### src/rtl/riscv_dbus_master.sv
// riscv_dbus_master
// Memory-stage data-bus master. Converts the M-stage load/store into a
// request/grant/response bus transaction, stalls the pipeline until the
// access completes, formats byte/half/word lanes and reports misaligned
// or illegal accesses and bus timeouts.

module riscv_dbus_master #(
    parameter int unsigned BUS_TIMEOUT = 255
) (
    input  logic        clk,
    input  logic        rst_n,
    // M-stage side
    input  logic        i_mem_req,
    input  logic        i_mem_we,
    input  logic [2:0]  i_mem_funct3,
    input  logic [31:0] i_mem_addr,
    input  logic [31:0] i_mem_wdata,
    output logic        o_bus_stallM,
    output logic [31:0] o_load_data,
    output logic        o_mem_exc,
    output logic        o_bus_err,
    // Data bus side
    output logic        o_bus_req,
    output logic        o_bus_we,
    output logic [31:0] o_bus_addr,
    output logic [3:0]  o_bus_be,
    output logic [31:0] o_bus_wdata,
    input  logic        i_bus_gnt,
    input  logic        i_bus_rvalid,
    input  logic [31:0] i_bus_rdata
);

    localparam logic [1:0] S_IDLE = 2'd0;
    localparam logic [1:0] S_ADDR = 2'd1;
    localparam logic [1:0] S_DATA = 2'd2;

    // Last counter value before the access is abandoned.
    localparam logic [15:0] CNT_LAST = 16'(BUS_TIMEOUT - 1);

    logic [1:0]  state_q, state_d;
    logic [15:0] cnt_q, cnt_d;

    // Request fields captured when the access is issued.
    logic        we_q;
    logic [3:0]  be_q;
    logic [29:0] waddr_q;
    logic [31:0] wdata_q;
    logic [2:0]  funct3_q;
    logic [1:0]  off_q;

    logic        fault;
    logic        misaligned;
    logic        illegal_f3;
    logic [3:0]  be_new;
    logic [31:0] wdata_new;
    logic        issue;
    logic        in_bus;
    logic        rsp;
    logic        timeout;
    logic        complete;
    logic [31:0] lane;
    logic [31:0] load_ext;

    // Decode alignment and funct3 legality of the incoming access.
    always_comb begin
        // NOTE: every signal written here gets a default first so no latch is inferred.
        misaligned = 1'b0;
        illegal_f3 = 1'b0;
        case (i_mem_funct3)
            3'b000, 3'b100: misaligned = 1'b0;
            3'b001, 3'b101: misaligned = i_mem_addr[0];
            3'b010:         misaligned = |i_mem_addr[1:0];
            default:        illegal_f3 = 1'b1;
        endcase
    end

    assign fault = misaligned | illegal_f3;

    // Build byte enables and lane-replicated write data for the new access.
    always_comb begin
        be_new    = 4'b1111;
        wdata_new = i_mem_wdata;
        case (i_mem_funct3[1:0])
            2'b00: begin
                be_new    = 4'b0001 << i_mem_addr[1:0];
                wdata_new = {4{i_mem_wdata[7:0]}};
            end
            2'b01: begin
                be_new    = 4'b0011 << {i_mem_addr[1], 1'b0};
                wdata_new = {2{i_mem_wdata[15:0]}};
            end
            default: begin
                be_new    = 4'b1111;
                wdata_new = i_mem_wdata;
            end
        endcase
    end

    assign issue    = (state_q == S_IDLE) & i_mem_req & ~fault;
    assign in_bus   = (state_q == S_ADDR) | (state_q == S_DATA);
    assign rsp      = (state_q == S_DATA) & i_bus_rvalid;
    assign timeout  = in_bus & (cnt_q == CNT_LAST) & ~rsp;
    assign complete = rsp | timeout;

    // Next-state and timeout-counter logic.
    always_comb begin
        state_d = state_q;
        cnt_d   = cnt_q;
        case (state_q)
            S_IDLE: begin
                if (issue) begin
                    state_d = S_ADDR;
                    cnt_d   = 16'd0;
                end
            end
            S_ADDR: begin
                cnt_d = cnt_q + 16'd1;
                if (timeout) begin
                    state_d = S_IDLE;
                end else if (i_bus_gnt) begin
                    state_d = S_DATA;
                end
            end
            S_DATA: begin
                cnt_d = cnt_q + 16'd1;
                if (complete) begin
                    state_d = S_IDLE;
                end
            end
            default: state_d = S_IDLE;
        endcase
    end

    // State, counter and request-field registers with synchronous reset.
    always_ff @(posedge clk) begin
        // NOTE: sequential state uses non-blocking assignments so every register samples pre-edge values.
        if (!rst_n) begin
            state_q  <= S_IDLE;
            cnt_q    <= 16'd0;
            we_q     <= 1'b0;
            be_q     <= 4'b0000;
            waddr_q  <= 30'd0;
            wdata_q  <= 32'd0;
            funct3_q <= 3'b000;
            off_q    <= 2'b00;
        end else begin
            state_q <= state_d;
            cnt_q   <= cnt_d;
            if (issue) begin
                we_q     <= i_mem_we;
                be_q     <= be_new;
                waddr_q  <= i_mem_addr[31:2];
                wdata_q  <= wdata_new;
                funct3_q <= i_mem_funct3;
                off_q    <= i_mem_addr[1:0];
            end
        end
    end

    // Shift the addressed lane down and extend it according to the load type.
    always_comb begin
        lane = i_bus_rdata >> {off_q, 3'b000};
        case (funct3_q)
            3'b000:  load_ext = {{24{lane[7]}}, lane[7:0]};
            3'b001:  load_ext = {{16{lane[15]}}, lane[15:0]};
            3'b100:  load_ext = {24'd0, lane[7:0]};
            3'b101:  load_ext = {16'd0, lane[15:0]};
            default: load_ext = lane;
        endcase
    end

    assign o_load_data  = rsp ? load_ext : 32'd0;
    assign o_bus_stallM = i_mem_req & ~fault & ~complete;
    assign o_mem_exc    = i_mem_req & fault;
    assign o_bus_err    = timeout;

    assign o_bus_req    = (state_q == S_ADDR);
    assign o_bus_we     = we_q;
    assign o_bus_addr   = {waddr_q, 2'b00};
    assign o_bus_be     = be_q;
    assign o_bus_wdata  = wdata_q;

endmodule

### config.mk
export PLATFORM = sky130hd
export DESIGN_NAME = riscv_dbus_master
export DESIGN_NICKNAME = d
export VERILOG_FILES = /design/src/rtl/riscv_dbus_master.sv
export SDC_FILE = /design/constraint.sdc
export NUM_CORES = 1
export LEC_CHECK = 0
export BUFFER_PORTS_ARGS = -buffer_cell sky130_fd_sc_hd__buf_2
export CORE_MARGIN = 3
export CORE_UTILIZATION = 39
export DETAILED_ROUTE_END_ITERATION = 10
export PLACE_DENSITY_LB_ADDON = 0.15
export SYNTH_ARGS = -nofsm -noshare
export SYNTH_HDL_FRONTEND = slang
export SYNTH_SLANG_ARGS = --single-unit
### constraint.sdc
create_clock -name clk -period 2.5 [get_ports clk]
set_input_delay 0 -clock clk [delete_from_list [all_inputs] [get_ports clk]]
set_output_delay 0 -clock clk [all_outputs]
set_load 0.02 [all_outputs]
Yosys cells after proc, flatten, opt, wreduce, memory -nomap -nowiden
Cells that the tools add are included.
{ "totals": {"ff_bits": 90, "out_inout_bits": 105, "elab_cells": 64} }
{ "op_classes": {"n_addsub": 1, "eq_ne": 14, "n_shift": 3, "muxes": 13, "n_bitwise": 14, "reduce_logical": 11} }
{ "ops": {"columns": ["cell", "n"], "rows": [
  ["32-bit case mux with 4 select lines", 1],
  ["32-bit case mux with 2 select lines", 1],
  ["32-bit two-way mux", 1],
  ["16-bit case mux with 2 select lines", 1],
  ["32-bit by 5-bit >> shifter with 32-bit output", 1],
  ["16-bit by 1-bit adder with 16-bit output (second input constant)", 1],
  ["16-bit by 8-bit equality test with 1-bit output (second input constant)", 1],
  ["16-bit two-way mux", 1],
  ["3-bit equality test (second input constant)", 4],
  ["1-bit AND", 8],
  ["2-bit two-way mux", 4],
  ["4-bit case mux with 2 select lines", 1],
  ["3-bit by 1-bit equality test with 1-bit output (second input constant)", 2],
  ["3-bit zero test", 2],
  ["2-bit case mux with 3 select lines", 1],
  ["2-bit OR reduction", 3],
  ["5-bit OR reduction", 1],
  ["2-bit by 1-bit equality test with 1-bit output (second input constant)", 2],
  ["2-bit zero test", 2],
  ["2-bit inequality test (second input constant)", 2],
  ["1-bit by 2-bit left shift with 4-bit output (first input constant)", 1],
  ["2-bit by 2-bit left shift with 4-bit output (first input constant)", 1],
  ["3-bit by 2-bit equality test with 1-bit output (second input constant)", 1],
  ["3-bit by 1-bit inequality test with 1-bit output (second input constant)", 1],
  ["8 further kinds", 12]
]} }

Logic depth before layout (Yosys ltp)
{ "depth": {"word_depth": 8, "ltp_mapped": 9} }

Least setup slack after synthesis
Ideal clock, no wire load.
{ "synth_path": {"path_kind": "register to register", "start": "register state_q[0]", "end": "register state_q[0]", "setup_ns": 0.124, "arrival_time_ns": 1.725, "t_required_ns": 2.376, "slack_ns": 0.651, "path_stages_with_launch": 9, "period_less_slack_ns": 1.849, "cell_sequence": "dfxtp_1 inv_1 ha_1 buf_2 nor4bb_1 nand4_1 a32oi_1 o21ai_0 mux2i_1"} }
{ "synth_between": {"elab_chain_len": 7, "word_cells_on_any_way": 17} }
{ "synth_rtl": {"columns": ["item", "line", "text"], "rows": [
  ["from (decl)", "40", "logic [1:0] state_q, state_d;"],
  ["from (signal assigned)", "147", "state_q <= state_d;"],
  ["2-bit by 1-bit equality test with 1-bit output / 2-bit equality test (equally long branches)", "100, 109, 101", null],
  ["1-bit OR / 1-bit AND (equally long branches)", "100, 101", null],
  ["1-bit AND / 1-bit NOT (equally long branches)", "102", "assign timeout = in_bus & (cnt_q == CNT_LAST) & ~rsp;"],
  ["1-bit AND", "102", null],
  ["1-bit OR", "103", "assign complete = rsp | timeout;"],
  ["2-bit inequality test (no line)", null, null],
  ["3-bit AND reduction (no line)", null, null]
]} }
Several ways; a longest one is shown, not always the timed one.
A chain may end at the register's enable or synchronous reset.

Worst setup path in the final report
{ "layout_path": {"start": "input port i_mem_addr[0]", "end": "register wdata_q[13] (netlist: o_bus_wdata[13])"} }
{ "layout_between": {"elab_chain_len": 5} }
{ "layout_rtl": {"columns": ["item", "line", "text"], "rows": [
  ["from (decl)", "16", "input logic [31:0] i_mem_addr,"],
  ["2-bit OR reduction", "72", "3'b010: misaligned = |i_mem_addr[1:0];"],
  ["1-bit case mux with 2 select lines (*)", "69", "case (i_mem_funct3)"],
  ["1-bit OR (*)", "77", "assign fault = misaligned | illegal_f3;"],
  ["1-bit NOT (*)", "99", "assign issue = (state_q == S_IDLE) & i_mem_req & ~fault;"],
  ["1-bit AND (*)", "99", null],
  ["to (signal assigned)", "153", "wdata_q <= wdata_new;"],
  ["to (decl)", "47", "logic [31:0] wdata_q;"]
]} }
Mark *: on every way between the ends. The rest lies on a longest branch, timed or not.

==> metrics.md <==
| Metric | Value |
|---|---|
| # rows | `39` |
| Pwr Total | `0.00448 W` |
| Commonest non-fill, non-tap cell in the layout | `buf_2` |
| DIE AREA | `13500 sq um` |
| Layout cells sized above 1 | `between 20% and 30%` |
| Setup-failing EPs final | `0` |
| EDFF count, synth | `0` |
| Rel. slew slack | `between 50% and 60%` |
| CTS Buffer Depth | `2` |
| Main flop type after synthesis | `dfxtp_1` |
| First-pass GRT wire length | `23.8 mm` |
| Yosys warnings | `0` |
| Reg clk slew, reported paths | `about 0.07 ns` |
| PwrDens | `between 600 and 700 nW/um^2` |
| Worst R2R Setup Slack | `0.22 ns` |
| Overall global routing resource usage | `~22%` |
| Vias per cell | `5.21` |
| Max_cap viols | `0` |
| Period minus WS final | `2.40 ns` |
| P_sw | `0.00156 W` |
| Initial Util | `40.7%` |
| Max incr delay on CP | `0.57 ns` |
| Hold EP | `o_bus_wdata[16]$_SDFFE_PN0P_` |
| Cell mode on critical path | `dlygate4sd3_1` |
| Setup ws final | `0.0995 ns` |
| Sequential power share | `37.5%` |
| Reg2reg end | `o_bus_wdata[13]$_SDFFE_PN0P_` |
| Worst Hold Class | `input pin to flop` |
| Hold Startpoint | `i_mem_wdata[16]` |
| Drt pass-1 iters | `4` |
| IO Pins | `210` |
| Die Y | `116 um` |
| Clock sink count | `90` |
| CP Max Fanout | `58` |
| Final Cycle Share | `96.0%` |
| Placer Congestion | `0.910` |
| Hold path cells | `3` |
| R2R depth | `7` |
| Total CTS buffers | `9` |
| Dpl ws | `approximately 0.35 ns` |
| Max Slew Vio Count | `0` |
| Setup CP Type | `input pin to flop` |
| Cell variety after synth | `47` |
| Mapped cell area | `4730 sq um` |
| Hpwl dp | `between 10 and 15 mm` |
| Initial antenna violation count | `0` |
| Clock skew | `roughly 0.01 ns` |
| R2r startpoint | `state_q[0]$_SDFFE_PN0P_` |
| Status | `finished clean` |
| CTS tree | `done` |
| Asr flop ratio synth | `0%` |
| Endpoints failing hold | `0` |
| Total number of vias | `5193` |
| Area grow syn2layout | `41.0%` |
| RSZ-0062 raised after global routing | `no` |
| Clk network pwr share | `31.0%` |
| Tightest Pin Transition | `0.712 ns` |
| Remaining DRCs | `0` |
| Crit-path leading delay family | `buffers and inverters` |
| Setup Fix Bufs, Post-CTS | `0` |
| Die W | `116 um` |
| Setup tns final | `0 ns` |
| Syn Area/Cell | `between 7 and 8 sq um` |
| Net Sw Frac | `34.8%` |
| Critical Path Start Type | `input pin` |
| Vias in the first global route | `5040` |
| Mapped Cells | `roughly 600` |
| Synth Register Bits | `90` |
| Port-buffer cells | `207` |
| Most frequent cells in the layout | `buf_2, nand2_1, dfxtp_1, a21oi_1, dlygate4sd3_1` |
| Maximum VDD drop | `589 uV` |
| Combinational Power Share | `a little under a third` |
| Fin util | `around 57%` |
| Grt ovf | `0` |
| Final #Nets | `958` |
| H-tree depth | `3` |
| Int Power | `0.00292 W` |
| Final WL | `between 10 and 15 mm` |
| CP Data Required Time | `2.80 ns` |
| Largest net degree at the start of global routing | `59` |
| Seq/Total Area, Yosys | `38.1%` |
| Buffers and inverters on the worst path | `4` |
| WL/cell | `around 15 um` |
| CP Cell Sequence | `dlygate4sd3_1 > buf_2 > a21oi_1 > o211a_4 > buf_12 > nor2_1 > a311oi_1 > dlygate4sd3_1` |
| Clock root cell | `clkbuf_16` |
| Fmax | `between 0.4 and 0.5 GHz` |
| Core box area | `11600 sq um` |
| DRT iter0 DRCs | `between 300 and 400` |
| Slowest cell on crit path | `dlygate4sd3_1` |
| Worst Path Arrival | `2.70 ns` |
| Worst setup EP type | `flop` |
| Final ANT Viol Nets | `0` |
| Clk_lat worst skew | `approximately 0.35 ns` |
| Leakage power | `2.96 nW` |
how the worst max path moves through the flow:
stage	from	to	slack, ns	cells past startpoint
3_3_place_gp	state_q[0]$_SDFFE_PN0P_	state_q[0]$_SDFFE_PN0P_	0.54	7
2_1_floorplan	state_q[0]$_SDFFE_PN0P_	state_q[0]$_SDFFE_PN0P_	0.65	8
6_report	i_mem_addr[0]	o_bus_wdata[13]$_SDFFE_PN0P_	0.1	8
3_5_place_dp	state_q[1]$_SDFFE_PN0P_	state_q[0]$_SDFFE_PN0P_	0.35	7
4_1_cts	off_q[0]$_SDFFE_PN0P_	o_load_data[29]	0.12	6
5_1_grt	i_mem_addr[1]	o_bus_wdata[13]$_SDFFE_PN0P_	0.006	8
power by group through the flow:
stage | Combinational, W | Sequential (W) | Clock [W]
finish | 0.00141 | 0.00168 | 0.00139
global placement | 0.00130 | 0.00170 | 0
CTS | 0.00140 | 0.00168 | 0.00143
detailed placement | 0.00133 | 0.00171 | 0
global route | 0.00155 | 0.00170 | 0.00148
floorplan | 0.000781 | 0.00183 | 0
flip-flops by register name (all words and copies together) (netlist names):
signal / cells
o_bus_wdata: 32
cnt_q: 16
state_q: 2
o_bus_be: 4
waddr_q: 30
funct3_q: 3
o_bus_we: 1
off_q: 2
synth_stat cells, drive strengths merged, types with 6 or more instances:
cell type / count / area [sq um]
nand2: 158 / 596
dfxtp: 90 / 1800
a21oi: 77 / 389
o21ai: 39 / 199
nor2: 36 / 143
mux2i: 34 / 340
a211oi: 28 / 210
clkbuf: 28 / 105
buf: 25 / 163
nor2b: 11 / 68.8
a311oi: 10 / 87.6
and3: 9 / 56.3
inv: 8 / 30.0
xor2: 7 / 61.3
ha: 6 / 75.1
nand3: 6 / 30.0
kinds of logic after synthesis:
group / synth area share (%)
AOI/OAI and AO/OA: 22.0
xor gates and xnor gates: 1.67
adders and majority gates: 1.59
buffers and inverters: 6.30
DFF: 38.1
muxes: 7.91
other: 0.0793
and+or+nand+nor: 22.4
worst reg2reg max path, delay by kind of cell (launching register included):
kind            cells  cell delay [ns]
flops               1             0.33
simple gates        1             0.09
fa+ha+maj           1             0.32
buf+inv             3             0.95
compound gates      2             0.54
per-stage QoR:
| step | std cells | instance area [sq um] | hold slack, ns |
|---|---|---|---|
| finish | 996 | 6670 | 0.0110 |
| CTS | 995 | 6660 | 0.000499 |
| detailed placement | 922 | 5790 | 0.247 |
| global route | 995 | 6670 | 0.0312 |
| global placement | 922 | 5790 | 0.241 |
| floorplan | 616 | 4730 | 0.136 |
cell type report:
cell class / instances / area, sq um
sequential: 90 / 1800
clock inverter: 5 / 60.1
clock buffer: 11 / 243
multi-input combinational: 465 / 2650
inverter: 8 / 30.0
fill: 1068 / 4940
antenna: 1 / 2.50
timing repair buffer: 273 / 1700
tap: 143 / 179
timing repair:
action | 4_1_cts | 5_1_grt
hold buffers | 57 | 0
endpoints found under the hold margin | 56 | 0
endpoints found under the setup margin | 0 | 9
gates resized for setup | 0 | 3
per-layer routing:
layer / GRT usage, % / vias up / share of wire [%] / wire length (um)
met4: 9.13 / 0 / 3.1 / 461
met5: 0 / - / 0 / 0
met1: 25.9 / 2390 / 41 / 6200
met2: 37.1 / 166 / 49 / 7340
met3: 7.05 / 38 / 6.6 / 984
li1: - / 2599 / - / -
Power figures use the tool's default switching activity.
